## config.mk

```make
export PLATFORM = sky130hd
export DESIGN_NAME = execute_memory
export DESIGN_NICKNAME = d
export VERILOG_FILES = /design/src/rtl/execute_memory.sv
export SDC_FILE = /design/constraint.sdc
export NUM_CORES = 1
export LEC_CHECK = 0
export BUFFER_PORTS_ARGS = -buffer_cell sky130_fd_sc_hd__buf_2
export CORE_AREA = 2 2 137 139
export DETAILED_ROUTE_END_ITERATION = 10
export DIE_AREA = 0 0 139 141
export PLACE_DENSITY = 0.56
export SLEW_MARGIN = 25
export SYNTH_ARGS = -nofsm -noshare
export SYNTH_HDL_FRONTEND = slang
export SYNTH_SLANG_ARGS = --single-unit
```

## constraint.sdc

```tcl
create_clock -name CLK -period 1.8 [get_ports CLK]
set_input_delay 0.36 -clock CLK [delete_from_list [all_inputs] [get_ports CLK]]
set_output_delay 0.36 -clock CLK [all_outputs]
set_load 0.01 [all_outputs]
```

## src/rtl/execute_memory.sv

```systemverilog
// EX/MEM pipeline register with a two-state dcache request FSM.
// Build with LLSC_EN defined to add the LL/SC link register; without it atomics act as plain LW/SW.
module execute_memory #(
  parameter int WORD_W = 32,
  parameter int REG_W  = 5
) (
  input  logic              CLK,
  input  logic              nRST,
  input  logic              update,
  input  logic              flush,
  input  logic [WORD_W-1:0] ex_alu_out,
  input  logic [WORD_W-1:0] ex_store_data,
  input  logic [WORD_W-1:0] ex_npc,
  input  logic [REG_W-1:0]  ex_wsel,
  input  logic              ex_reg_wr,
  input  logic              ex_mem_to_reg,
  input  logic              ex_mem_wr,
  input  logic              ex_jal_en,
  input  logic              ex_halt,
  input  logic              ex_atomic,
  input  logic              dhit,
  input  logic [WORD_W-1:0] dmemload,
  input  logic              ccinv,
  input  logic [WORD_W-1:0] ccsnoopaddr,
  output logic              dmemREN,
  output logic              dmemWEN,
  output logic [WORD_W-1:0] dmemaddr,
  output logic [WORD_W-1:0] dmemstore,
  output logic              mem_ready,
  output logic [WORD_W-1:0] alu_out,
  output logic [WORD_W-1:0] npc_out,
  output logic [WORD_W-1:0] rdata_out,
  output logic [REG_W-1:0]  wsel_out,
  output logic              reg_wr_out,
  output logic              mem_to_reg_out,
  output logic              jal_en_out,
  output logic              halt_out
);

  typedef enum logic {IDLE, ACCESS} state_e;

  state_e            state_q, state_d;
  logic [WORD_W-1:0] alu_q, alu_d, store_q, store_d, npc_q, npc_d, rdata_q, rdata_d;
  logic [REG_W-1:0]  wsel_q, wsel_d;
  logic              reg_wr_q, reg_wr_d, mem_to_reg_q, mem_to_reg_d, mem_wr_q, mem_wr_d;
  logic              jal_q, jal_d, halt_q, halt_d, atomic_q, atomic_d;

  logic access, done, capture, sc_fail;

  assign access    = (state_q == ACCESS);
  assign mem_ready = !access || dhit;
  assign done      = access && dhit;
  assign capture   = mem_ready && update && !flush;

`ifdef LLSC_EN
  logic                link_valid_q, link_valid_d;
  logic [WORD_W-1:2]   link_addr_q, link_addr_d;
  logic [WORD_W-1:2]   link_eff_addr;
  logic                ll_done, st_clear, snoop_hit, link_eff_valid, sc_capture;
  logic                unused_lsb;

  assign unused_lsb = ^ccsnoopaddr[1:0];

  // The link as it stands after this cycle's completion and snoop, so an SC
  // captured on the LL's dhit edge (or alongside a snoop) sees the up-to-date link.
  always_comb begin
    ll_done        = done && mem_to_reg_q && atomic_q;
    link_eff_addr  = ll_done ? alu_q[WORD_W-1:2] : link_addr_q;
    st_clear       = done && mem_wr_q && !atomic_q && (alu_q[WORD_W-1:2] == link_addr_q);
    snoop_hit      = ccinv && (ccsnoopaddr[WORD_W-1:2] == link_eff_addr);
    link_eff_valid = (ll_done || (link_valid_q && !st_clear)) && !snoop_hit;
    sc_capture     = capture && ex_atomic && ex_mem_wr;
    sc_fail        = sc_capture &&
                     !(link_eff_valid && (ex_alu_out[WORD_W-1:2] == link_eff_addr));
    link_valid_d   = link_eff_valid && !sc_capture;
    link_addr_d    = link_eff_addr;
  end

  always_ff @(posedge CLK or negedge nRST) begin
    if (!nRST) begin
      link_valid_q <= 1'b0;
      link_addr_q  <= '0;
    end else begin
      link_valid_q <= link_valid_d;
      link_addr_q  <= link_addr_d;
    end
  end
`else
  logic unused_snoop;

  assign unused_snoop = ^{ccinv, ccsnoopaddr};
  assign sc_fail      = 1'b0;
`endif

  always_comb begin
    state_d      = state_q;
    alu_d        = alu_q;
    store_d      = store_q;
    npc_d        = npc_q;
    rdata_d      = rdata_q;
    wsel_d       = wsel_q;
    reg_wr_d     = reg_wr_q;
    mem_to_reg_d = mem_to_reg_q;
    mem_wr_d     = mem_wr_q;
    jal_d        = jal_q;
    halt_d       = halt_q;
    atomic_d     = atomic_q;

    if (mem_ready) begin
      state_d = IDLE;
      if (flush) begin
        alu_d        = '0;
        store_d      = '0;
        npc_d        = '0;
        rdata_d      = '0;
        wsel_d       = '0;
        reg_wr_d     = 1'b0;
        mem_to_reg_d = 1'b0;
        mem_wr_d     = 1'b0;
        jal_d        = 1'b0;
        atomic_d     = 1'b0;
      end else if (update) begin
        alu_d        = ex_alu_out;
        store_d      = ex_store_data;
        npc_d        = ex_npc;
        wsel_d       = ex_wsel;
        reg_wr_d     = ex_reg_wr || sc_fail;
        mem_to_reg_d = ex_mem_to_reg;
        mem_wr_d     = ex_mem_wr && !sc_fail;
        jal_d        = ex_jal_en;
        halt_d       = halt_q || ex_halt;
        atomic_d     = ex_atomic;
        if (sc_fail) begin
          rdata_d = '0;
        end
        if (!ex_halt && (ex_mem_to_reg || ex_mem_wr) && !sc_fail) begin
          state_d = ACCESS;
        end
      end
    end

    // The result of the access finishing this edge lands even if a new
    // instruction is captured or flushed on the same edge.
    if (done) begin
      if (mem_to_reg_q) begin
        rdata_d = dmemload;
      end else if (mem_wr_q && atomic_q) begin
        rdata_d = {{(WORD_W-1){1'b0}}, 1'b1};
      end
    end
  end

  always_ff @(posedge CLK or negedge nRST) begin
    if (!nRST) begin
      state_q      <= IDLE;
      alu_q        <= '0;
      store_q      <= '0;
      npc_q        <= '0;
      rdata_q      <= '0;
      wsel_q       <= '0;
      reg_wr_q     <= 1'b0;
      mem_to_reg_q <= 1'b0;
      mem_wr_q     <= 1'b0;
      jal_q        <= 1'b0;
      halt_q       <= 1'b0;
      atomic_q     <= 1'b0;
    end else begin
      state_q      <= state_d;
      alu_q        <= alu_d;
      store_q      <= store_d;
      npc_q        <= npc_d;
      rdata_q      <= rdata_d;
      wsel_q       <= wsel_d;
      reg_wr_q     <= reg_wr_d;
      mem_to_reg_q <= mem_to_reg_d;
      mem_wr_q     <= mem_wr_d;
      jal_q        <= jal_d;
      halt_q       <= halt_d;
      atomic_q     <= atomic_d;
    end
  end

  assign dmemREN        = access && mem_to_reg_q;
  assign dmemWEN        = access && mem_wr_q;
  assign dmemaddr       = alu_q;
  assign dmemstore      = store_q;
  assign alu_out        = alu_q;
  assign npc_out        = npc_q;
  assign rdata_out      = rdata_q;
  assign wsel_out       = wsel_q;
  assign reg_wr_out     = reg_wr_q;
  assign mem_to_reg_out = mem_to_reg_q;
  assign jal_en_out     = jal_q;
  assign halt_out       = halt_q;

endmodule

```

==> results of run 1 <==
-- cells in the final DEF (no fill, tap or decap), types with 2 or more instances in the layout --
cell type / instances
sky130_fd_sc_hd__and2_1: 2
sky130_fd_sc_hd__clkinv_2: 3
sky130_fd_sc_hd__clkinv_4: 4
sky130_fd_sc_hd__nor2_1: 2
sky130_fd_sc_hd__inv_1: 2
sky130_fd_sc_hd__buf_4: 6
sky130_fd_sc_hd__buf_12: 6
sky130_fd_sc_hd__bufinv_16: 4
sky130_fd_sc_hd__dfrtp_1: 140
sky130_fd_sc_hd__a22o_1: 137
sky130_fd_sc_hd__buf_2: 314
sky130_fd_sc_hd__clkbuf_16: 17
-- registers in the layout, summed over array words and instances, names as in the netlist, 5 cells and up --
signal	count
alu_out	32
wsel_out	5
dmemstore	32
rdata_out	32
npc_out	32
-- layer usage --
layer	routed length (um)	vias up
met4	251	0
met3	1230	20
li1	-	1891
met2	7200	211
met1	6090	2027
met5	0	-
-- power by group --
| group | switching, mW | internal, mW | total [mW] |
|---|---|---|---|
| registers | 0.116 | 3.33 | 3.45 |
| clock network | 1.29 | 2.34 | 3.63 |
| logic | 0.514 | 0.450 | 0.964 |
| total | 1.92 | 6.13 | 8.04 |
-- stage by stage --
step	area, um2	setup WS (ns)
after global routing	7500	0.0976
after floorplan	5240	0.376
final	7500	0.207
after global placement	6880	0.297
after CTS	7500	0.181
after detailed placement	6880	0.300
-- layout make-up --
type,instances,area share [%]
clock inverters,11,2.27
multi-input cells,153,17.7
well taps,234,3.90
clock buffers,19,5.91
repair buffers,328,23.4
flip-flops and latches,140,46.7
inverters,2,0.100
-- what timing repair did --
| item | CTS | global route |
|---|---|---|
| endpoints found under the setup margin | 0 | 0 |
| hold buffers | 1 | 0 |
| resized for setup | 0 | 0 |
| endpoints found under the hold margin | 30 | 0 |
-- path summary, 6_finish.rpt --
| check | end | slack (ns) | cells past startpoint |
|---|---|---|---|
| max | mem_ready | 0.21 | 3 |
| max reg2reg | dmemstore[27] | 0.32 | 4 |
| min in group asynchronous | rdata_out[3] | 0.41 | 2 |
| max in group asynchronous | alu_out[23] | 0.79 | 3 |
| min | dmemstore[10] | 0.16 | 2 |
| min reg2reg | halt_out | 0.45 | 1 |
-- kinds of logic (layout without fill, tap and decap cells) --
group | count (synthesis) | in the layout | synth area share [%]
AND/OR/NAND/NOR | 8 | 8 | 0.931
buffers and inverters | 65 | 360 | 8.12
flip-flops | 140 | 140 | 66.9
AO/OA/AOI/OAI | 145 | 145 | 24.1
-- synth_stat cells --
cell type | instances | share of area [%]
sky130_fd_sc_hd__dfrtp_1 | 140 | 67
sky130_fd_sc_hd__a22o_1 | 137 | 23
sky130_fd_sc_hd__buf_4 | 32 | 4.6
sky130_fd_sc_hd__buf_2 | 13 | 1.2
sky130_fd_sc_hd__clkbuf_1 | 12 | 0.86
sky130_fd_sc_hd__buf_6 | 6 | 1.3
sky130_fd_sc_hd__and2_1 | 2 | 0.24
sky130_fd_sc_hd__inv_1 | 2 | 0.14
sky130_fd_sc_hd__nor2_1 | 2 | 0.14
sky130_fd_sc_hd__a211o_1 | 1 | 0.17
sky130_fd_sc_hd__a21boi_0 | 1 | 0.14
sky130_fd_sc_hd__a21o_1 | 1 | 0.14
sky130_fd_sc_hd__a21oi_1 | 1 | 0.095
sky130_fd_sc_hd__a2bb2oi_1 | 1 | 0.17
sky130_fd_sc_hd__and3_1 | 1 | 0.12
sky130_fd_sc_hd__nand2_1 | 1 | 0.072
sky130_fd_sc_hd__nand2b_1 | 1 | 0.12
sky130_fd_sc_hd__nor3b_2 | 1 | 0.24
sky130_fd_sc_hd__o211ai_1 | 1 | 0.14
sky130_fd_sc_hd__o21ai_2 | 1 | 0.17
sky130_fd_sc_hd__o41ai_1 | 1 | 0.17
-- worst register-to-register path, delay by kind of cell (launching register included) --
kind | cells | cell delay [ns]
and+or+nand+nor | 2 | 0.44
buffers and inverters | 1 | 0.29
DFF | 1 | 0.41
AOI/OAI and AO/OA | 1 | 0.26
==> out/results.txt, run 1 <==
The repair_antennas step left the layout with diodes totalling 0. For the unique cell type count in the Yosys netlist, the log shows 21. TritonCTS built the clock tree.

For met2 alone, demand over resource in global routing was 24.4%. For the clock insertion delay at the later pin of the skew report, the log shows 0.40 ns. The flow ran to the end, and the final reports show no timing, DRC or antenna violations.

Setup repair after global routing left no endpoint under its margin. For this run, the top clock speed supported by timing is 628 MHz. X dimension of the die: 139 um. The family of cells with the greatest summed delay on the critical path was flip-flops. The count of final setup violators is 0, and the endpoint required time on the critical path is 1.44 ns. The fraction of final layout cells with drive strength greater than 1 was 54.8%; the measured slew at the worst slew-check pin was 0.347 ns. Dividing the detail-routed wire length by the instance count gives 16.7 um.

In this run the tightest slew margin relative to its limit is 76.9%. The worst hold path begins at ex_store_data[10]. The kind of critical path is reg2out.

Each instance of the synthesized netlist takes up on average 14.6 um2. The largest single stage delay on the critical path is 0.41 ns. For the worst setup path, the data arrival time is 1.23 ns.

The run gives 0 as the final-report hold violation count. Counting the buffers created by CTS gives 17. The signal on the critical path passes through nand2b_1, buf_4, buf_2. In the routed design, unresolved DRC markers number 0. The total of max-cap violations came out at 0. The clock tree synthesis step divided the H-tree into 4 levels. The top-level port count was 349. The worst setup path is captured at a primary output. For this design the static power due to leakage is 4.27 nW. For this run, the post-layout net count is 819. The run gives 5 as the first-pass iteration count of the detailed router. The clock sink total was 140. In the routed layout, each cell is associated on average with a via count of 4.68. For the number of global-route vias before repair, the log shows 4,195. The class of the tightest hold or removal check was in2reg. The initial antenna violation count is 0, and the time the final worst path needs with I/O delays and setup is 1.59 ns. The tools report the DRC violation total after the first TritonRoute iteration as 157. Counting every net in the synthesized netlist gives 535. Counting both buffers and inverters, the worst setup path holds a total of 2. In the final timing run, aggregate negative setup slack is 0 ns. Yosys printed 0 warnings.

The vertical die dimension is 141 um. The top fanout value on the critical path works out to 6. The remaining number of nets flagged by the antenna check after routing is 0. The congestion estimate from routability-driven global placement came to 0.831. For this configuration, the core starts out at a cell density of 28.7%. The number of placed instances with taps included was 856; the number of cell rows was 50. The largest clock skew in the final design is 0.00783 ns, and the final cell count without fillers is 887.

Startpoint of the lowest-slack register-to-register path: access. The worst-case hold slack was 0.165 ns. For the area of the placeable core, the log shows 18,300 um2.

The first global-routing pass estimated 22,900 um of wire. The master of the slowest instance on the critical path was sky130_fd_sc_hd__dfrtp_1. Across every metal layer, demand over resource in global routing totals 14.8%. Compared with the post-synthesis result, the final layout area differs by 43.1%. For the total power, the log shows 8.04 mW. After synthesis the cells add up to 5240 um2.

The area occupied by registers was 3500 um2; the ratio of final minimum period to clock period was 88.5%. The instance count of the mapped netlist was 358; the clock slew at the register clock pins of the worst setup and hold paths was 0.06 ns. Once detailed placement completed, the half-perimeter wirelength came to 10,600 um. After global routing the overflow that remains totals 0.

Busiest layer in global routing: met2. The synthesis-stage register bit count is 140. For the pin count of the biggest net entering global routing, the log shows 61.

The share of synthesized area occupied by flip-flops and latches was 66.9%. For the number of max-slew violations in the final report, the log shows 0. Counting the fill cells in the layout gives 1,753.

The routed layout has 4,149 vias. Power spread over the standard cell area amounts to 1070 nW/um2. For the buffers inserted during post-CTS setup optimization, the log shows 0. The most critical setup path has its startpoint at access. At the end of the flow the core is filled with cells to 41.1%.

The post-detailed-routing wire length is 14,800 um. The met3 global-route usage was 5.37%; the area of the multi-input gates was 1330 um2. The floorplan step defined a die boundary enclosing 19,600 um2. The cell sitting at the root of the clock tree is a sky130_fd_sc_hd__clkbuf_16. The worst setup path is launched from a flop. The clock passes through at most 2 buffers. The global-route track usage on met1 was 17.9%; the port buffer count was 315. Across the VDD grid, the largest voltage drop is 0.000656 V.
(Power assumes the default switching activity.)
==> run 2: changes to the inputs <==
Settings changed: BUFFER_PORTS_ARGS -buffer_cell sky130_fd_sc_hd__buf_2 to unset, CTS_CLUSTER_DIAMETER set to 200, DONT_BUFFER_PORTS set to 1, PLACE_DENSITY 0.56 to 0.39.
==> run 2 against run 1 <==
The flow now finishes with violations (negative hold slack). Cell count down 36%. Critical endpoint unchanged. Critical path type unchanged. Cell area is 22% lower. Clock skew down 0.0015 ns. Highest routed layer unchanged.
==> out/results.txt, run 2 (synthesized netlist as in run 1, its figures left out) <==
The run gives -0.354 ns (-0.519 ns) as the worst-case hold slack. The tools report the master cell of the clock root buffer as sky130_fd_sc_hd__clkbuf_16. The number of DRC violations after detailed routing came out at 0 (unchanged).

The tools report the leakage dissipation as 2.76 nW (-35%). Leaving out fill and tap cells, the most frequent cell in the layout is sky130_fd_sc_hd__dfrtp_1. The worst supply voltage drop on vdd is 0.000518 V (-21%). The tools report the top-level port count as 349 (unchanged). For the number of cell rows, the log shows 50 (unchanged).

In this run the critical register-to-register path is captured at alu_out[29]. Power per unit of standard cell area: 1290 nW/um2 (+20%). The global route total overflow is 0 (unchanged), and the global-route usage over all layers is 12.4% (-2.4 points).

For the maximum clock rate, the log shows 642 MHz (+2.2%). Maximum number of buffers from clock root to sink: 2 (unchanged). The run gives 0 (unchanged) as the total of max-cap violations. The HPWL after detailed placement was 8340 um (-21%); the ratio of final minimum period to clock period was 86.6% (-1.9 points).

The largest clock skew in the final design was 0.00631 ns (-0.00152 ns); the worst reg2reg path depth was 4 (unchanged). Class of the tightest hold or removal check: in2async. For the clock insertion delay at the later pin of the skew report, the log shows 0.40 ns (about the same). The worst register-to-register path begins at access. The endpoint required time on the critical path is 1.44 ns (about the same), and the post-detailed-route wirelength per cell is 21.9 um (+32%). The tools report the final-report hold violation count as 140 (+140). The x dimension of the die was 139 um (unchanged). The measured slew at the worst slew-check pin works out to 0.579 ns (+0.232 ns). The clock slew at the register clock pins of the worst setup and hold paths is 0.06 ns (about the same).

The tools report the total inserted antenna cells as 0 (unchanged). The final weighted congestion in routability-driven placement was 0.702 (-15%); the fraction of final layout cells with drive strength greater than 1 was 11.7% (-43 points). Global-route wire length before repair: 18,800 um (-18%). Post-detailed-routing wire length: 12,400 um (-16%).

Setup repair after global routing left no endpoint under its margin. The worst setup path is captured at a primary output. The setup path with the least slack is of type reg2out.

The logs give 0 (unchanged) for the count of final setup violators and 4 (unchanged) for the CTS H-tree depth. The first-pass iteration count of the detailed router was 4 (-1); the final net count was 498 (-39%). The critical path ends at mem_ready.

The routed via count is 2,930 (-29%). For the number of max-slew violations in the final report, the log shows 0 (unchanged). The logs give 0 (unchanged) for the initial antenna violation count and 141 (+130%) for the pin count of the biggest net entering global routing.

Post-route setup TNS: 0 ns (unchanged). The worst path arrival time was 1.20 ns (-0.03 ns). The worst setup path startpoint was access. The run gives 17 (unchanged) as the number of buffers created by CTS. The vertical die dimension was 141 um (unchanged); the die footprint was 19,600 um2 (unchanged). The tools report the fill cell instance count of the final layout as 1,801 (+2.7%). The normalized max-slew margin is 61.4% (-15 points), and the effective utilization at floorplan is 28.7% (unchanged). For the remaining number of nets flagged by the antenna check after routing, the log shows 0 (unchanged). The clock sink total is 140 (unchanged), and the detail-routed via count per cell is 5.17 (+10%). Leaving out fill and tap cells, the most frequent cells in the layout are sky130_fd_sc_hd__dfrtp_1 (140), sky130_fd_sc_hd__a22o_1 (137), sky130_fd_sc_hd__clkbuf_16 (17). The port buffer count works out to 0 (-100%). The layout overhead on the synthesized area came out at 11.1%. The run finished, with violations left. The top fanout value on the critical path is 6 (unchanged), and the area of the placeable core is 18,300 um2 (unchanged). The run gives 0 (unchanged) as the buffers inserted during post-CTS setup optimization. The type of element launching the critical path is a flop. The checks that failed: negative hold slack. The DRC violation total after the first TritonRoute iteration came out at 96 (-39%). The reg2reg setup slack was 0.31 ns (about the same); the post-layout utilization of the core was 31.9% (-9.2 points).

TritonCTS built the clock tree. For the number of global-route vias before repair, the log shows 3,179 (-24%). Time the final worst path needs with I/O delays and setup: 1.56 ns (-0.0345 ns).
[run 2: cell types whose count changed in the layout (fill, tap and decap cells not counted)]
cell | previous run | this run
sky130_fd_sc_hd__buf_2 | 314 | 0
sky130_fd_sc_hd__clkinv_4 | 4 | 0
sky130_fd_sc_hd__clkinvlp_4 | 0 | 4
sky130_fd_sc_hd__inv_6 | 0 | 4
sky130_fd_sc_hd__buf_12 | 6 | 3
sky130_fd_sc_hd__buf_4 | 6 | 4
sky130_fd_sc_hd__clkinv_2 | 3 | 1
sky130_fd_sc_hd__buf_6 | 1 | 0
sky130_fd_sc_hd__bufinv_16 | 4 | 3
sky130_fd_sc_hd__dlygate4sd3_1 | 1 | 0
[run 2: what timing repair did]
item	4_1_cts	5_1_grt
endpoints found under the setup margin	0	0
endpoints found under the hold margin	140	140
gates resized for setup	0	0
[run 2: stage by stage]
step	power, mW	area (um2)	std cells	hold WS, ns	setup WS (ns)
2_1_floorplan	3.98	5240	358	0.0644	0.376
3_3_place_gp	4.02	5220	536	0.0685	0.332
3_5_place_dp	4.02	5220	536	0.0680	0.318
4_1_cts	7.65	5820	567	-0.384	0.210
5_1_grt	7.86	5820	567	-0.388	0.147
6_report	7.52	5820	567	-0.354	0.242
[run 2: how the worst min path moves through the flow]
stage          from           end  slack (ns)
3_3_place_gp   nRST  rdata_out[3]        0.07
5_1_grt        nRST  rdata_out[4]       -0.39
2_1_floorplan  nRST        access        0.06
6_report       nRST  rdata_out[4]       -0.35
4_1_cts        nRST  rdata_out[4]       -0.38
3_5_place_dp   nRST  rdata_out[4]        0.07
[run 2: final cells by class]
class	instances	area [um2]	area share (%)
Clock inverter	12	160	2.75
Inverter	2	7.51	0.129
Tap cell	234	293	5.03
Clock buffer	19	443	7.61
Timing Repair Buffer	7	90.1	1.55
Multi-Input combinational cell	153	1330	22.8
Sequential cell	140	3500	60.2
[run 2: critical path, cell delays in order, from the launching register on]
cell,delay (ns)
sky130_fd_sc_hd__dfrtp_1,0.43
sky130_fd_sc_hd__nand2b_1,0.18
sky130_fd_sc_hd__buf_4,0.18
[run 2: metal layers]
layer	track usage, %	wire, um	vias to the layer above
li1	-	-	1243
met3	5.81	1220	23
met2	20.0	6140	202
met1	14.1	4810	1462
met4	5.64	282	0
met5	0	0	-
[run 2: report_power, final]
part / total [mW] / internal [mW] / leakage, nW / switching, mW
sequential: 3.61 / 3.33 / 1.88 / 0.278
clock: 3.55 / 2.22 / 0.283 / 1.33
combinational: 0.351 / 0.169 / 0.603 / 0.181
==> run 3: changes to the inputs <==
Settings changed: BUFFER_PORTS_ARGS set to -buffer_cell sky130_fd_sc_hd__buf_2, DONT_BUFFER_PORTS 1 to unset, GPL_TIMING_DRIVEN set to 0, PLACE_DENSITY 0.39 to 0.56.
Clock period 1.8 ns to 1.7 ns, I/O delays scaled along.
==> run 3 against run 2 <==
The run now ends clean. Via count grew 49%. Critical path depth is 2 higher. Combinational power grew to 3.1 times the previous value. First-iteration DRC count rose by 64%. Register-to-register slack got worse by 0.17 ns. Wire length rose by 26%. Clock-buffer cell count increased by 1. Non-clock buffer count rose by 373.
==> out/results.txt, run 3 (synthesized netlist as in run 1, its figures left out) <==
The root buffer cell chosen for the clock tree is sky130_fd_sc_hd__clkbuf_16. The logs give 15,700 um (+26%) for the post-detailed-routing wire length and 0 (unchanged) for the initial antenna violation count. The vertical die dimension was 141 um (unchanged). DRC violation total after the first TritonRoute iteration: 157 (+64%). The remaining number of nets flagged by the antenna check after routing is 0 (unchanged). The kind of critical path is reg2reg. The logs give 1.91 ns (+0.71 ns) for the worst path arrival time and 0.815 (+16%) for the final weighted congestion in routability-driven placement.

Type of element launching the critical path: a flop. The tools report the category of the worst setup path capture point as a flop. The final net count was 871 (+75%). The run finished with clean final reports. Family of cells with the greatest summed delay on the critical path: compound AO/OA/AOI/OAI gates.

The first-pass iteration count of the detailed router was 4 (unchanged). Global-route wire length before repair: 25,000 um (+33%). The tools report the CTS H-tree depth as 4 (unchanged).

Port buffer count: 315 (+315). The run gives 77 (-45%) as the pin count of the biggest net entering global routing. The post-layout utilization of the core is 42.9% (+11 points), and the delay of the slowest cell on the worst path is 0.41 ns (-0.02 ns).

Number of global-route vias before repair: 4,544 (+43%). The global route total overflow is 0 (unchanged), and the detail-routed via count per cell is 4.63 (-10%). The fill cell instance count of the final layout was 1,753 (-2.7%); the setup slack at placement was -0.0987 ns (-0.417 ns). The routed via count is 4,359 (+49%), and the HPWL after detailed placement is 11,900 um (+43%). The total inserted antenna cells came out at 0 (unchanged). The x dimension of the die is 139 um (unchanged). In the layout the commonest cells are sky130_fd_sc_hd__buf_2 (326), sky130_fd_sc_hd__dfrtp_1 (140), sky130_fd_sc_hd__a22o_1 (137). The top fanout value on the critical path works out to 10 (+4). The number of max-slew violations in the final report came out at 0 (unchanged). The run gives 18,300 um2 (unchanged) as the area of the placeable core.

The logs give 4.50 nW (+63%) for the leakage dissipation and 16.2% (+3.8 points) for the global-route usage over all layers. Commonest non-fill, non-tap cell in the layout: sky130_fd_sc_hd__buf_2. The post-detailed-route wirelength per cell works out to 16.7 um (-24%).

The class of the tightest hold or removal check was in2reg. The measured slew at the worst slew-check pin is 0.501 ns (-0.0780 ns), and the normalized max-slew margin is 66.6% (+5.2 points). Of the available clock period, the critical path in the final layout requires 92.0%.

The maximum number of buffers from clock root to sink was 2 (unchanged). For the endpoint required time on the critical path, the log shows 2.05 ns (+0.61 ns). For the setup slack after layout, the log shows 0.136 ns (-0.106 ns). The fraction of final layout cells with drive strength greater than 1 is 56.9% (+45 points).

The master of the slowest instance on the critical path was sky130_fd_sc_hd__dfrtp_1. The final-report hold violation count was 0 (-100%); the time the final worst path needs with I/O delays and setup was 1.56 ns. TritonCTS built the clock tree. The worst supply voltage drop on vdd was 0.000650 V (+26%). For the die footprint, the log shows 19,600 um2 (unchanged).

The power per unit of standard cell area is 1140 nW/um2 (-12%), and the clock insertion delay at the later pin of the skew report is 0.41 ns (about the same). The number of buffers created by CTS was 17 (unchanged). For the buffers inserted during post-CTS setup optimization, the log shows 0 (unchanged).

The top-level port count is 349 (unchanged), and the post-route setup TNS is 0 ns (unchanged). The effective utilization at floorplan was 28.7% (unchanged). Number of cell rows: 50 (unchanged). The total buffers and inverters traversed by the critical path was 1 (unchanged); the count of final setup violators was 0 (unchanged). The number of DRC violations after detailed routing came out at 0 (unchanged). The clock slew at the register clock pins of the worst setup and hold paths came out at 0.06 ns (about the same). The tools report the clock sink total as 140 (unchanged). Walking the worst path, the cells encountered are a211o_1, o211ai_1, clkbuf_1, a22o_1.

Timing would allow up to 639 MHz. The logs give 0 (unchanged) for the total of max-cap violations and 0.00584 ns (-0.000476 ns) for the largest clock skew in the final design. The area growth from synthesis to layout is 49.5%.
-- run 3: worst paths after layout --
check | cells after the start | startpoint | endpoint | slack [ns]
max in group asynchronous | 3 | nRST | dmemstore[13] | 0.49
setup / recovery | 4 | mem_wr_q | rdata_out[26] | 0.14
setup reg to reg | 4 | mem_wr_q | rdata_out[26] | 0.14
hold / removal | 2 | ex_npc[16] | npc_out[16] | 0.14
min in group asynchronous | 2 | nRST | rdata_out[3] | 0.46
hold reg to reg | 1 | halt_out | halt_out | 0.45
-- run 3: report_power, final --
part | internal (mW) | switching (mW) | total (mW)
Combinational | 0.534 | 0.561 | 1.09
Sequential | 3.53 | 0.128 | 3.66
Clock | 2.74 | 1.46 | 4.20
-- run 3: area by class of cell --
type	instances	area, um2	share of cell area, %
repair buffers	317	1620	20.7
plain buffers	63	422	5.38
inverters	2	7.51	0.0958
clock inverters	12	209	2.67
well taps	234	293	3.74
flip-flops and latches	140	3500	44.7
multi-input cells	153	1310	16.7
clock buffers	20	467	5.96
-- run 3: metrics by stage --
step	cell area, um2	power [mW]	cells	hold slack [ns]
6_report	7840	8.95	941	0.138
3_5_place_dp	7150	4.82	908	0.309
4_1_cts	7830	9.06	941	0.114
3_3_place_gp	7110	4.80	907	0.443
5_1_grt	7840	9.35	941	0.114
2_1_floorplan	5240	4.21	358	0.0444
-- run 3: per-layer routing --
layer,GRT usage (%),vias up,wire [um]
li1,-,2001,-
met1,19.3,2142,6400
met4,5.42,0,190
met2,26.9,201,7820
met3,6.22,15,1310
met5,0,-,0
-- run 3: repair_timing --
item,CTS,global route
setup endpoints to repair,0,50
gates resized for setup,0,4
hold buffers,1,0
endpoints found under the hold margin,64,0
